**config.mk**
```make
export PLATFORM = sky130hd
export DESIGN_NAME = reg_dump_unit
export DESIGN_NICKNAME = d
export VERILOG_FILES = /design/src/rtl/reg_dump_unit.sv
export SDC_FILE = /design/constraint.sdc
export NUM_CORES = 1
export LEC_CHECK = 0
export ABC_CLOCK_PERIOD_IN_PS = 2300
export CORE_MARGIN = 4
export CORE_UTILIZATION = 43
export CTS_BUF_LIST = sky130_fd_sc_hd__clkbuf_4
export DETAILED_ROUTE_END_ITERATION = 16
export GPL_ROUTABILITY_DRIVEN = 1
export GPL_TIMING_DRIVEN = 0
export PLACE_DENSITY = 0.84
export SYNTH_ARGS = -nofsm -noshare
export SYNTH_HDL_FRONTEND = slang
export SYNTH_SLANG_ARGS = --single-unit
```
**constraint.sdc**
```tcl
create_clock -name clk -period 2.3 [get_ports clk]
set_input_delay 0.69 -clock clk [delete_from_list [all_inputs] [get_ports clk]]
set_output_delay 0.69 -clock clk [all_outputs]
set_load 0.03 [all_outputs]
```
**src/rtl/reg_dump_unit.sv**
```systemverilog
// Streams every register-file entry out as a valid/ready beat stream.
// Each beat takes one READ cycle to capture and at least one SEND cycle to hand off.
module reg_dump_unit #(
    parameter int unsigned DEPTH   = 32,
    parameter int unsigned BITS    = 64,
    parameter bit          SKIP_X0 = 1'b0
) (
    input  logic                     clk,
    input  logic                     rst_n,
    input  logic                     start,
    input  logic                     abort,
    output logic [$clog2(DEPTH)-1:0] rf_addr,
    input  logic [BITS-1:0]          rf_data,
    output logic                     out_valid,
    input  logic                     out_ready,
    output logic [BITS-1:0]          out_data,
    output logic [$clog2(DEPTH)-1:0] out_addr,
    output logic                     out_last,
    output logic                     busy,
    output logic                     done
);

    localparam int unsigned   AW       = $clog2(DEPTH);
    localparam logic [AW-1:0] LastIdx  = AW'(DEPTH - 1);
    localparam logic [AW-1:0] FirstIdx = AW'(SKIP_X0);

    typedef enum logic [1:0] {StIdle, StRead, StSend, StDone} state_e;

    state_e          state_q, state_d;
    logic [AW-1:0]   cnt_q, cnt_d;
    logic [AW-1:0]   addr_q, addr_d;
    logic [BITS-1:0] data_q, data_d;

    always_ff @(posedge clk or negedge rst_n) begin
        if (!rst_n) begin
            state_q <= StIdle;
            cnt_q   <= '0;
            addr_q  <= '0;
            data_q  <= '0;
        end else begin
            state_q <= state_d;
            cnt_q   <= cnt_d;
            addr_q  <= addr_d;
            data_q  <= data_d;
        end
    end

    always_comb begin
        state_d = state_q;
        cnt_d   = cnt_q;
        addr_d  = addr_q;
        data_d  = data_q;
        unique case (state_q)
            StIdle: begin
                if (start && !abort) begin
                    cnt_d   = FirstIdx;
                    state_d = StRead;
                end
            end
            StRead: begin
                data_d  = rf_data;
                addr_d  = cnt_q;
                state_d = StSend;
            end
            StSend: begin
                if (out_ready) begin
                    // Increment only below the last index so the counter never wraps.
                    if (addr_q == LastIdx) begin
                        state_d = StDone;
                    end else begin
                        cnt_d   = cnt_q + AW'(1);
                        state_d = StRead;
                    end
                end
            end
            StDone: state_d = StIdle;
            default: state_d = StIdle;
        endcase
        if (abort && (state_q != StIdle)) begin
            state_d = StIdle;
        end
    end

    // The counter only changes on entry to READ, so it also holds the address afterwards.
    assign rf_addr   = (state_q == StIdle) ? '0 : cnt_q;
    assign out_valid = (state_q == StSend);
    assign out_last  = (state_q == StSend) && (addr_q == LastIdx);
    assign out_addr  = addr_q;
    assign out_data  = data_q;
    assign busy      = (state_q != StIdle);
    assign done      = (state_q == StDone);

endmodule
```
======== Word-level counts from Yosys, hierarchy flattened ========
Index checks and enable logic that the tools add are counted.
word-level totals
  bits in registers ....................... 76
  bits of input ports ..................... 69
  output and inout bits ................... 78
  word-level logic and storage cells ...... 33
cells by class
  reduce and logical (&&, ||, !) cells .... 9
  muxes and demuxes ....................... 10
  $add $sub $neg .......................... 1
  eq/ne operators ......................... 9
operator list
  cell                 number
  $mux 5               4
  $pmux 5 s2           1
  $mux 2               4
  $pmux 2 s4           1
  $add 5x1->5 const B  1
  $eq 5x5->1 const B   1
  $eq 2x2->1 const B   2
  $ne 2x2->1 const B   2
  $reduce_and 4->1     1
  $reduce_bool 2->1    2
  $logic_and 1x1->1    3
  $ne 3x1->1 const B   1
  $ne 3x3->1 const B   1
  $eq 2x1->1 const B   1
  $logic_not 2->1      1
  $ne 2x1->1 const B   1
  $reduce_and 2->1     1
  $logic_not 1->1      1

======== Depth between registers and ports, before layout ========
Gate-level depths: netlist of run 1.
  depth in word-level cells ............... 5
  gate-level depth with buffers ........... 5
  mapped depth without buffers ............ 4

======== Worst setup path after synthesis of run 1 ========
Ideal clock, no wire load.
  kind .................................... register to output
  start point ............................. register addr_q[1], in the netlist out_addr[1]
  end point ............................... output out_last
  path slack .............................. 84 ps
  data required time ...................... 1610 ps
  buffers on the path ..................... 1
  arrival ................................. 1526 ps
  stages on the path, launching flop included .. 5
  cell sequence ........................... dfrtp_1 nand4_1 or2_2 clkbuf_1 nor2_1
on the way
  cells in the longest elaborated chain, start to end .. 2
RTL lines
  element                   RTL line  text
  start: declaration        31        logic [AW-1:0] addr_q, addr_d;
  start signal: assignment  43        addr_q <= addr_d;
  $eq 5x5->1                87        assign out_last = (state_q == StSend) && (addr_q == LastIdx);
  $logic_and 1x1->1         87
  end: declaration          18        output logic out_last,
No other way between the ends.

======== Worst setup path after layout of run 1 ========
  start point ............................. register addr_q[3], in the netlist out_addr[3]
  end point ............................... output out_last
Same word-level chain as after synthesis.

==> run metrics, run 1 <==
post-synthesis xor/xnor area fraction=0%; multiplexer share of the synthesized area=25.8%; total power per unit cell area=about 910 mW/mm2; area fraction in compound gates after synthesis=under 10%; CP endpoint kind=output port; dominant combinational cell family by area after synthesis=multiplexers; Num Clock Sinks=between 70 and 80; number of global-route vias before repair=about 2.4k; number of filler cells placed in the layout=just under 500; clock network latency to the later pin of the worst-skew pair=between 0.3 and 0.4 ns; area of the die=roughly 0.0084 mm2; post-layout instance area=about 0.0048 mm2; DR WL/cell=15.6 um; Achievable Freq=between 400 and 500 MHz; most used flip-flop cell after synthesis=dfrtp_1; data required time of the worst path=about 1.6 ns; Yosys warning total=0; placed cell areas=between 0.004 and 0.005 mm2; drt initial violations=between 40 and 50; setup slack at placement=-0.167 ns; Synth Area in Simple Gates=about 6.2%; total via count in the routed design=2205; Final Setup Violations=0; total count of hold-check failures in the final report=0; result of the run=complete, no violations; CP peak stage delay=around 0.39 ns; EDFF count, synth=0; critical path peak fanout=7; Total Routed Length=slightly above 7 mm; Site Rows=30; total iterations of the first detailed-routing run=4; clock tree from TritonCTS=built; total nets after synthesis=approximately 270; class of the tightest hold or removal check=in2async; Clk Tree Root Cell=clkbuf_4; gate count after technology mapping=about 200; DRC violation count after routing=0; largest net degree at the start of global routing=69; maximum number of buffers from clock root to sink=2; antenna diode count=0; cells along the critical path=nand4_1, or2_4, buf_8, nor2_4, buf_6; worst relative slew slack=between 70% and 80%; DR vias/cell=4.78; die span in x=91.6 um; Max rail drop VDD=about 0.55 mV; overall track demand over capacity in global routing=around 18%; antenna violations before repair=0; standard cell core area=about 0.0068 mm2; Port Buf Inserts=about 150; final layout net count=430; Seq cells post-synth=between 70 and 80; Post CTS Setup Buffer Count=0; reported max-cap violation count=0; Least-Margin Pin Slew=between 0.3 and 0.4 ns; Worst Path Class, Setup=reg2out; remaining global-route overflow=0; residual antenna-violating net count after detailed routing=0; Setup Skew=0.0121 ns; Lkg Pwr=2.01 nW; die height=a little over 90 um; master of the slowest instance on the critical path=dfrtp_1; most frequent cells in the layout=136 x clkdlybuf4s50_1, 76 x dfrtp_1, 69 x mux2_2; number of different library cells in the post-synthesis netlist=27; post-synthesis average cell area=between 10 and 15 um2; Period minus WS final=~2.3 ns; Final GP Congestion=between 0.7 and 0.8; fraction of final layout cells with drive strength greater than 1=between 20% and 30%; cell area after technology mapping=between 0.003 and 0.004 mm2; crit path setup slack, layout=roughly 0.019 ns; sequential cell area fraction in the yosys report=63.2%; Post-synth ARST share=100%; number of levels the H-tree was split into=3; ratio of final minimum period to clock period=~99%; RSZ-0062 raised after global routing=yes; slack of the worst reg-to-reg path=~0.52 ns; leading cell type in the layout, fill and taps excluded=clkdlybuf4s50_1; kind of launch point of the worst setup path=flop; global-route wire length before repair=11.9 mm; data arrival time of the critical path=around 1.6 ns; Synth-to-Final Area Change=58.7%; detailed placement HPWL=between 5 and 6 mm; num ports=around 150; adder-cell area share of the yosys netlist=less than 1%; initial standard-cell utilization of the core=between 40% and 50%; total power draw=4.35 mW; register clock-pin slew on the reported worst setup and hold paths=approximately 0.12 ns; TritonCTS Buffers=9; Slew Limit Fails=0
final timing paths:
kind,start,end,cells past startpoint
worst min register to register,out_data[7]$_DFFE_PN0N_,out_data[7]$_DFFE_PN0N_,1
max in group asynchronous,rst_n,out_data[56]$_DFFE_PN0N_,2
worst max-delay path,out_addr[3]$_DFFE_PN0N_,out_last,5
min in group clk,out_data[7]$_DFFE_PN0N_,out_data[7]$_DFFE_PN0N_,1
worst min-delay path,rst_n,out_data[1]$_DFFE_PN0N_,1
worst max register to register,state_q[0]$_DFFE_PN0P_,out_data[38]$_DFFE_PN0N_,4
layout make-up:
class | count | area, um2 | area share (%)
flip-flops and latches | 76 | 1900 | 39.9
repair buffers | 147 | 1480 | 31.0
multi-input cells | 113 | 1070 | 22.3
well taps | 96 | 120 | 2.52
clock buffers | 11 | 82.6 | 1.73
plain buffers | 10 | 58.8 | 1.23
clock inverters | 5 | 52.6 | 1.10
inverters | 3 | 11.3 | 0.236
worst max-delay path: cells and delay by family (launching register included):
family	cells	cell delay (ns)
DFF	1	0.39
buffers and inverters	2	0.26
and+or+nand+nor	3	0.55
through the flow:
stage,utilization [%],std cells,TNS [ns],hold slack [ns]
floorplan,-,202,0,0.394
global placement,67.6,444,-157.06,0.486
detailed placement,67.9,445,-0.576,0.491
CTS,70.2,461,-0.0327,0.0799
global route,70.2,461,-0.136,0.0692
finish,70.2,461,0,0.116
flip-flops by register name, indices dropped and copies added (netlist names):
register and flops:
cnt_q 5, out_addr 5, out_data 64, state_q 2
metal layers:
metal / up-vias / part of all wire [%] / global-route usage (%)
li1: 1033 / - / -
met1: 1080 / 39 / 20.6
met2: 88 / 52 / 30.9
met3: 4 / 8.5 / 5.99
met4: 0 / 0.51 / 5.28
met5: - / 0 / 0
where the power goes:
part | switching [mW] | internal (mW) | leakage [nW]
registers | 0.147 | 1.63 | 0.912
clock network | 0.446 | 0.352 | 0.0766
logic | 0.924 | 0.850 | 1.02
synthesized netlist by cell type, drive strengths merged, types with 3 or more instances:
cell type,instances,area (um2)
nor2b,5,31.3
mux2,69,777
nand2,8,30.0
o211ai,3,22.5
nor2,3,11.3
buf,7,35.0
inv,3,11.3
dfrtp,76,1900
nand3,4,20.0
clkbuf,3,11.3
cells by family (layout without fill, tap and decap cells):
kind of cell,count (synthesis),after routing
muxes,69,69
AOI/OAI and AO/OA,10,10
adders and majority gates,1,1
DFF,76,76
and+or+nand+nor,33,33
buffers and inverters,13,176
repair_timing:
item | 4_1_cts | 5_1_grt
setup endpoints to repair | 9 | 9
pin swaps | 1 | 2
hold buffers | 0 | 0
gates resized for setup | 31 | 11
(Power assumes the default switching activity.)
==> inputs of run 2 (changes only) <==
--- a/config.mk
+++ b/config.mk
@@ -12,6 +12,7 @@
 export DETAILED_ROUTE_END_ITERATION = 16
 export GPL_ROUTABILITY_DRIVEN = 1
 export GPL_TIMING_DRIVEN = 0
+export HOLD_SLACK_MARGIN = 0.06
 export PLACE_DENSITY = 0.84
 export SYNTH_ARGS = -nofsm -noshare
 export SYNTH_HDL_FRONTEND = slang
==> results of run 2 <==
Same layout as run 1: the final DEF is identical, and so are final timing and power.
